`src/rtl/addsub_serial.sv`:
```
// addsub_serial: multi-cycle adder/subtractor that handles CHUNK bits per
// clock over WIDTH-bit operands. It reports carry (no-borrow on subtract),
// signed overflow and zero flags, using a start/busy/done handshake.
module addsub_serial #(
  parameter int WIDTH = 16,
  parameter int CHUNK = 4
) (
  input  logic             clk,
  input  logic             rst_n,
  input  logic             start,
  input  logic             sub,
  input  logic [WIDTH-1:0] a,
  input  logic [WIDTH-1:0] b,
  output logic             busy,
  output logic             done,
  output logic [WIDTH-1:0] s,
  output logic             c,
  output logic             v,
  output logic             z
);

  localparam int N     = WIDTH / CHUNK;
  localparam int CNT_W = (N > 1) ? $clog2(N) : 1;
  localparam logic [CNT_W-1:0] LAST = CNT_W'(N - 1);

  typedef enum logic [1:0] {IDLE, RUN, DONE} state_t;

  state_t           state_reg, state_next;
  logic [WIDTH-1:0] a_reg, b_reg, acc_reg;
  logic [WIDTH-1:0] acc_shift;
  logic [CNT_W-1:0] cnt_reg;
  logic             carry_reg;
  logic             sign_a_reg, sign_b_reg;
  logic [WIDTH-1:0] s_reg;
  logic             c_reg, v_reg, z_reg;
  logic [CHUNK:0]   chunk_sum;
  logic             load, last;

  // One slice of the ripple: low chunk of each operand plus the running carry
  assign chunk_sum = {1'b0, a_reg[CHUNK-1:0]} + {1'b0, b_reg[CHUNK-1:0]}
                   + {{CHUNK{1'b0}}, carry_reg};

  // New slice enters at the MSB end; after N slices the first one is at the LSB
  generate
    if (CHUNK == WIDTH) begin : g_single
      assign acc_shift = chunk_sum[CHUNK-1:0];
    end else begin : g_multi
      assign acc_shift = {chunk_sum[CHUNK-1:0], acc_reg[WIDTH-1:CHUNK]};
    end
  endgenerate

  // State register
  always_ff @(posedge clk or negedge rst_n) begin
    if (!rst_n) state_reg <= IDLE;
    else        state_reg <= state_next;
  end

  // Next-state logic; DONE accepts start just like IDLE for back-to-back use
  always_comb begin
    state_next = state_reg;
    load       = 1'b0;
    last       = 1'b0;
    case (state_reg)
      IDLE: begin
        if (start) begin
          load       = 1'b1;
          state_next = RUN;
        end
      end
      RUN: begin
        if (cnt_reg == LAST) begin
          last       = 1'b1;
          state_next = DONE;
        end
      end
      DONE: begin
        if (start) begin
          load       = 1'b1;
          state_next = RUN;
        end else begin
          state_next = IDLE;
        end
      end
      default: state_next = IDLE;
    endcase
  end

  // Operand capture, per-cycle slice processing and result/flag update
  always_ff @(posedge clk or negedge rst_n) begin
    if (!rst_n) begin
      a_reg      <= '0;
      b_reg      <= '0;
      acc_reg    <= '0;
      cnt_reg    <= '0;
      carry_reg  <= 1'b0;
      sign_a_reg <= 1'b0;
      sign_b_reg <= 1'b0;
      s_reg      <= '0;
      c_reg      <= 1'b0;
      v_reg      <= 1'b0;
      z_reg      <= 1'b0;
    end else begin
      if (load) begin
        // Subtraction is a + ~b + 1: invert b and seed the carry with 1
        a_reg      <= a;
        b_reg      <= sub ? ~b : b;
        carry_reg  <= sub;
        cnt_reg    <= '0;
        sign_a_reg <= a[WIDTH-1];
        sign_b_reg <= sub ? ~b[WIDTH-1] : b[WIDTH-1];
      end else if (state_reg == RUN) begin
        a_reg     <= a_reg >> CHUNK;
        b_reg     <= b_reg >> CHUNK;
        carry_reg <= chunk_sum[CHUNK];
        acc_reg   <= acc_shift;
        cnt_reg   <= cnt_reg + CNT_W'(1);
      end
      if (last) begin
        s_reg <= acc_shift;
        c_reg <= chunk_sum[CHUNK];
        v_reg <= (sign_a_reg == sign_b_reg) && (acc_shift[WIDTH-1] != sign_a_reg);
        z_reg <= (acc_shift == '0);
      end
    end
  end

  assign busy = (state_reg == RUN);
  assign done = (state_reg == DONE);
  assign s    = s_reg;
  assign c    = c_reg;
  assign v    = v_reg;
  assign z    = z_reg;

endmodule

```
`config.mk`:
```
export PLATFORM = sky130hd
export DESIGN_NAME = addsub_serial
export DESIGN_NICKNAME = d
export VERILOG_FILES = /design/src/rtl/addsub_serial.sv
export SDC_FILE = /design/constraint.sdc
export NUM_CORES = 1
export LEC_CHECK = 0
export BUFFER_PORTS_ARGS = -buffer_cell sky130_fd_sc_hd__buf_2
export CAP_MARGIN = 15
export CORE_ASPECT_RATIO = 1.2
export CORE_UTILIZATION = 40
export CTS_CLUSTER_DIAMETER = 120
export DETAILED_ROUTE_END_ITERATION = 10
export PLACE_DENSITY_LB_ADDON = 0.25
export SYNTH_ARGS = -nofsm -noshare
export SYNTH_HDL_FRONTEND = slang
export SYNTH_SLANG_ARGS = --single-unit
```
`constraint.sdc`:
```
create_clock -name clk -period 2.15 [get_ports clk]
set_input_delay 0 -clock clk [delete_from_list [all_inputs] [get_ports clk]]
set_output_delay 0 -clock clk [all_outputs]
set_load 0.05 [all_outputs]
```
==> results.ini, run 1 <==
[timing]
tightest_slew_ps = 868
setup_viol = 0
skew_ps = 7.31
period_needed_ps = 2040
fin_crit_sh_pct = 94.7
fmax_ghz = 0.491
setup_ws_ps = 114
max_slew_margin_pct = 41.9
finalHoldViolCount = 0
drv_slew = 0
rsz0062_at_grt = yes

[floorplanning]
core_um2 = 7400
ios = 57
die_y_um = 98.8
initial_core_util_pct = 42.2
dieArea_um2 = 8170
die_w_um = 82.7
num_rows = 34

[synth]
synth_area_um2 = 3130
synth_cells = 346
ys_top_cells_by_area = dfrtp_1 56%, nand2_1 18%, a31oi_1 4.0%
synth_commonest_cells = 147 x nand2_1, 70 x dfrtp_1, 23 x nor2_1
synth_edf_count = 0
synth_ff_type = dfrtp_1
synth-seq-cells = 70
yosys.area.top_type = dfrtp_1
synth_area_per_cell_um2 = 9.03
yosysTopAreaCellShare_pct = 56.0
synthArstFlopShare_pct = 100
yosysWarningCount = 0
yosysMostFrequentCell = nand2_1
synth_cell_types = 31
syn-num-nets = 388
yosysSeqAreaShare_pct = 56.0

[finish]
final_layout_size_suffix_gt1_share_pct = 19.0
finalNonFillerCells = 527
fin_nets = 474
final_area_um2 = 4040
num-fill-cells = 702
seq_area_um2 = 1750
area_delta_synth_final_pct = 29.2
n_antenna_cell = 0
multi_input_area_um2 = 1280

[routing]
vias = 2561
vias_per_cell = 4.86
first_pass_iters = 4
ant_nets = 0
drt-total-wl_mm = 6.88
drt-wirelength-per-cell_um = 13.1
drc = 0
initialDrtViolationCount = 90

[job]
cap_violations = 0

[hold_path]
hold_depth = 4
min_from = b[0]
hold_path_end = b_reg[0]
holdCritPathClass = input port to register

[worst_setup_path]
path_class = register to register
critical_path.endpoint_type = register
worstReg2RegEnd = z
r2r_start = a_reg[0]
reg2reg_depth = 6
crit_path_max_fanout = 3
critPathRequiredTime_ps = 2430
cp.arrival_ps = 2320
ff2ff_setup_slack_ps = 110
startpoint_type = register

[global_route]
antenna_found_initial = 0
grt_max_degree = 71
grt_pass1_wl_mm = 11.7
grt_use_total_pct = 19.2
gr-total-overflow = 0
first_global_vias = 2464

[placed_design]
dp_hpwl_mm = 4.32
pre_cts_ws_ps = 44.9
portBuffers = 56
dp.cells = 479
gp_congestion = 0.774
place_area_um2 = 3490

[clock_network]
cts_root_buffer = clkbuf_8
post_cts.repair.setup_buffers = 0
cts_tree = done
cts_sinks = 70
cts.reportedPaths.clkPinSlew_ps = 70
h-tree-depth = 3
cts-buffers-inserted = 9
clock_tree.buffer_depth = 2
clk_latency_ps = 340

[power]
p_leak_nw = 2.03
powerDensity_nw_per_um2 = 1570
ir_worst_vdd_mv = 1.00

[run_status]
status = completed

placed cells by master (no fill, tap or decap):
master and instances:
a211o_1 1, a21o_1 2, a21oi_1 5, a22o_1 2, a22oi_1 4, a31oi_1 20
a32o_1 1, and3_1 2, and3b_1 1, buf_12 1, buf_2 56, buf_4 6
bufinv_16 2, clkbuf_1 2, clkbuf_8 10, clkinv_2 2, dfrtp_1 70, dlygate4sd3_1 32
fa_1 1, fa_2 1, ha_1 4, inv_2 2, nand2_1 147, nand2b_1 2
nand3_1 2, nor2_1 23, nor2b_1 2, nor3b_1 1, nor4_1 1, nor4_2 2
o211ai_1 1, o21ai_0 9, or3_1 1, or4_4 1, xnor2_1 4, xor2_1 14
power breakdown:
part / internal [mW] / switching, mW / total, mW
Sequential: 1.94 / 0.420 / 2.36
Clock: 0.682 / 0.482 / 1.16
Combinational: 0.950 / 1.89 / 2.84
Total: 3.57 / 2.79 / 6.36
how the worst max path moves through the flow:
stage	from	slack, ps	cells past startpoint	end
floorplan	a_reg[0]	180	6	z
global placement	a_reg[0]	100	6	z
detailed placement	a_reg[0]	40	6	z
CTS	a_reg[0]	40	6	z
global route	a_reg[0]	-30	6	z
finish	a_reg[0]	110	6	z
layer usage:
metal / GRT usage [%] / part of all wire, % / up-vias
met1: 24.7 / 45 / 1194
li1: - / - / 1290
met5: 0 / 0 / -
met2: 30.6 / 50 / 63
met4: 9.02 / 2.0 / 0
met3: 3.61 / 3.2 / 14
layout make-up:
| cell class | instances | area share [%] |
|---|---|---|
| sequential | 70 | 43.4 |
| clock buffer | 12 | 3.59 |
| clock inverter | 4 | 1.74 |
| inverter | 2 | 0.186 |
| tap | 90 | 2.79 |
| multi-input combinational | 254 | 31.8 |
| timing repair buffer | 95 | 16.5 |
metrics by stage:
| step | hold WS (ps) | TNS (ps) | power (mW) | util [%] |
|---|---|---|---|---|
| after floorplan | -296 | 0 | 4.46 | - |
| after global placement | 53.7 | 0 | 5.09 | 47.2 |
| after detailed placement | 54.7 | 0 | 5.15 | 47.2 |
| after CTS | 7.61 | 0 | 6.37 | 54.4 |
| after global routing | 50.0 | -33.2 | 6.90 | 54.5 |
| final | 14.4 | 0 | 6.36 | 54.5 |
repair_timing:
action,4_1_cts,5_1_grt
hold endpoints to repair,103,0
gates resized for setup,0,2
hold buffers,32,0
setup endpoints to repair,0,1
cells by family after synthesis:
group	Yosys count	synth area share, %
DFF	70	56.0
AOI/OAI and AO/OA	45	9.09
and+or+nand+nor	185	23.8
buffers and inverters	22	3.12
xor gates and xnor gates	18	5.04
adders and majority gates	6	2.88
worst max-delay path, stage by stage, from the launching register on:
cell and delay [ps]:
dfrtp_1 420, fa_2 420, fa_1 490, nor4_2 220, nand2_1 90, nor4_2 160, a32o_1 190
Note: power is estimated with default switching activity, not from simulation.
==> inputs of run 2 (changes only) <==
--- a/config.mk
+++ b/config.mk
@@ -12,6 +12,7 @@
 export CTS_CLUSTER_DIAMETER = 120
 export DETAILED_ROUTE_END_ITERATION = 10
 export PLACE_DENSITY_LB_ADDON = 0.25
+export REMOVE_ABC_BUFFERS = 1
 export SYNTH_ARGS = -nofsm -noshare
 export SYNTH_HDL_FRONTEND = slang
 export SYNTH_SLANG_ARGS = --single-unit
==> run 2 against run 1 <==
Compared with the run above: power up 2.2%; global-route usage increased by 0.37 points; combinational power rose by 3%; final area rose by 1.1%; register-to-register slack improved by 40 ps; critical path depth is the same.
==> results.ini, run 2 (synthesis results as in run 1) <==
[run_status]
status = completed

[worst_setup_path]
crit_chain = fa_2 -> fa_1 -> nor4_2 -> nand2_1 -> nor4_2 -> a32o_1
cp.arrival_ps = 2270  ; -50 ps
critPathRequiredTime_ps = 2430  ; about the same
path_class = register to register
worstPathBufferInverterCount = 0  ; unchanged
cp.depth = 6  ; unchanged
crit_family = adder cells
reg2reg_depth = 6  ; unchanged
critical-path-slowest-cell = fa_1
critical_path.endpoint_type = register
critPathLaunch = a_reg[0]
crit_top_cell = nor4_2
startpoint_type = register
worstReg2RegEnd = z
r2r_start = a_reg[0]
ff2ff_setup_slack_ps = 150  ; +40 ps
crit_path_max_incr_delay_ps = 520  ; +30 ps
endpoint = z
crit_path_max_fanout = 2  ; -1

[finish]
final_common_cell = nand2_1
layout_common_cells = 147 x nand2_1, 70 x dfrtp_1, 56 x buf_2, 33 x dlygate4sd3_1, 23 x nor2_1
final_layout_size_suffix_gt1_share_pct = 19.5  ; +0.55 points
area_delta_synth_final_pct = 30.6
fin_util_pct = 55.1  ; +0.59 points
fin_nets = 477  ; +0.63%
n_antenna_cell = 0  ; unchanged

[timing]
drv_slew = 0  ; unchanged
rsz0062_at_grt = no
fmax_ghz = 0.501  ; +2.0%
fin_crit_sh_pct = 92.8  ; -1.9 points
tightest_slew_ps = 482  ; -386 ps
finalHoldViolCount = 0  ; unchanged
max_slew_margin_pct = 67.9  ; +26 points
setup_viol = 0  ; unchanged
skew_ps = 7.54  ; +0.225 ps
period_needed_ps = 2000  ; -39.9 ps

[placed_design]
portBuffers = 56  ; unchanged
dp_hpwl_mm = 4.16  ; -3.8%
gp_congestion = 0.728  ; -5.9%

[routing]
drt-wirelength-per-cell_um = 13.0  ; -0.77%
vias_per_cell = 4.94  ; +1.6%
vias = 2617  ; +2.2%
initialDrtViolationCount = 88  ; -2.2%
first_pass_iters = 4  ; unchanged
drc = 0  ; unchanged
ant_nets = 0  ; unchanged
drt-total-wl_mm = 6.87  ; -0.20%

[floorplanning]
num_rows = 34  ; unchanged
die_w_um = 82.7  ; unchanged
dieArea_um2 = 8170  ; unchanged
initial_core_util_pct = 42.2  ; unchanged
ios = 57  ; unchanged
core_um2 = 7400  ; unchanged
die_y_um = 98.8  ; unchanged

[global_route]
grt_use_total_pct = 19.5  ; +0.37 points
gr-total-overflow = 0  ; unchanged
first_global_vias = 2558  ; +3.8%
antenna_found_initial = 0  ; unchanged
grt_max_degree = 71  ; unchanged
grt_pass1_wl_mm = 11.9  ; +2.0%

[clock_network]
cts.reportedPaths.clkPinSlew_ps = 70  ; about the same
h-tree-depth = 3  ; unchanged
clock_tree.buffer_depth = 2  ; unchanged
cts_tree = done
cts_sinks = 70  ; unchanged
cts_root_buffer = clkbuf_8
clk_latency_ps = 340  ; about the same
cts-buffers-inserted = 9  ; unchanged

[power]
p_sw_share_pct = 43.1  ; -0.75 points
pwr-share-comb_pct = 45.0  ; +0.4 points
powerDensity_nw_per_um2 = 1590  ; +1.1%
intPower_mw = 3.70  ; +3.6%
net-switching-power_mw = 2.80  ; +0.44%
finalPower_mw = 6.50  ; +2.2%
p_leak_nw = 2.06  ; +1.2%
clockPowerShare_pct = 18.9  ; +0.6 points
p_seq_share_pct = 36.1  ; -0.9 points
ir_worst_vdd_mv = 0.944  ; -5.6%

[hold_path]
holdCritPathClass = input port to asynchronous set/reset pin

[job]
cap_violations = 0  ; unchanged

-- run 2: cell types whose count changed in the layout (fill, tap and decap cells not counted), sizes merged --
cell,before,now
buf,63,65
clkbuf,12,13
clkinv,2,1
dlygate4sd3,32,33
-- run 2: what timing repair did --
action | CTS | global route
hold endpoints to repair | 104 | 0
setup endpoints to repair | 1 | 1
setup buffers | 0 | 1
pin swaps | 0 | 2
hold buffers | 33 | 0
gates resized for setup | 1 | 1
-- run 2: layout make-up --
cell class              count  area, um^2
inverters                   2        7.51
multi-input cells         254        1280
repair buffers             98         691
well taps                  90         113
flip-flops and latches     70        1750
clock inverters             3        65.1
clock buffers              13         169
fillers                   689        3320
-- run 2: worst min-delay path, cell delays in order --
cell           delay (ps)
dlygate4sd3_1         520
buf_2                 120
buf_12                310
-- run 2: worst min-delay path by stage --
stage | startpoint | endpoint | slack, ps | cells after the start
6_report | rst_n | s[3] | 200 | 3
2_1_floorplan | rst_n | a_reg[0] | -300 | 0
5_1_grt | rst_n | s[3] | 230 | 3
4_1_cts | rst_n | s[3] | 220 | 3
3_5_place_dp | rst_n | s[3] | 50 | 2
3_3_place_gp | rst_n | s[0] | 60 | 2
-- run 2: per-layer routing --
| layer | vias up | track usage, % | routed length (um) |
|---|---|---|---|
| met5 | - | 0 | 0 |
| met1 | 1242 | 25.2 | 3200 |
| met2 | 66 | 31.5 | 3310 |
| li1 | 1300 | - | - |
| met4 | 0 | 8.36 | 121 |
| met3 | 9 | 3.89 | 235 |
-- run 2: power by group through the flow --
| stage | Clock [mW] | Combinational [mW] | Sequential [mW] |
|---|---|---|---|
| after global routing | 1.31 | 3.29 | 2.44 |
| after global placement | 0 | 2.79 | 2.34 |
| after floorplan | 0 | 1.56 | 2.79 |
| final | 1.23 | 2.93 | 2.34 |
| after CTS | 1.25 | 2.90 | 2.34 |
| after detailed placement | 0 | 2.82 | 2.37 |
-- run 2: stage by stage --
step	cells	hold WS, ps	TNS [ps]	area (um^2)	setup WS, ps
global placement	480	57.2	0	3500	53.2
CTS	529	219	0	4070	23.0
detailed placement	480	54.2	0	3500	11.9
global route	530	227	0	4080	33.3
floorplan	326	-296	-11640	3040	-547
finish	530	198	0	4080	154
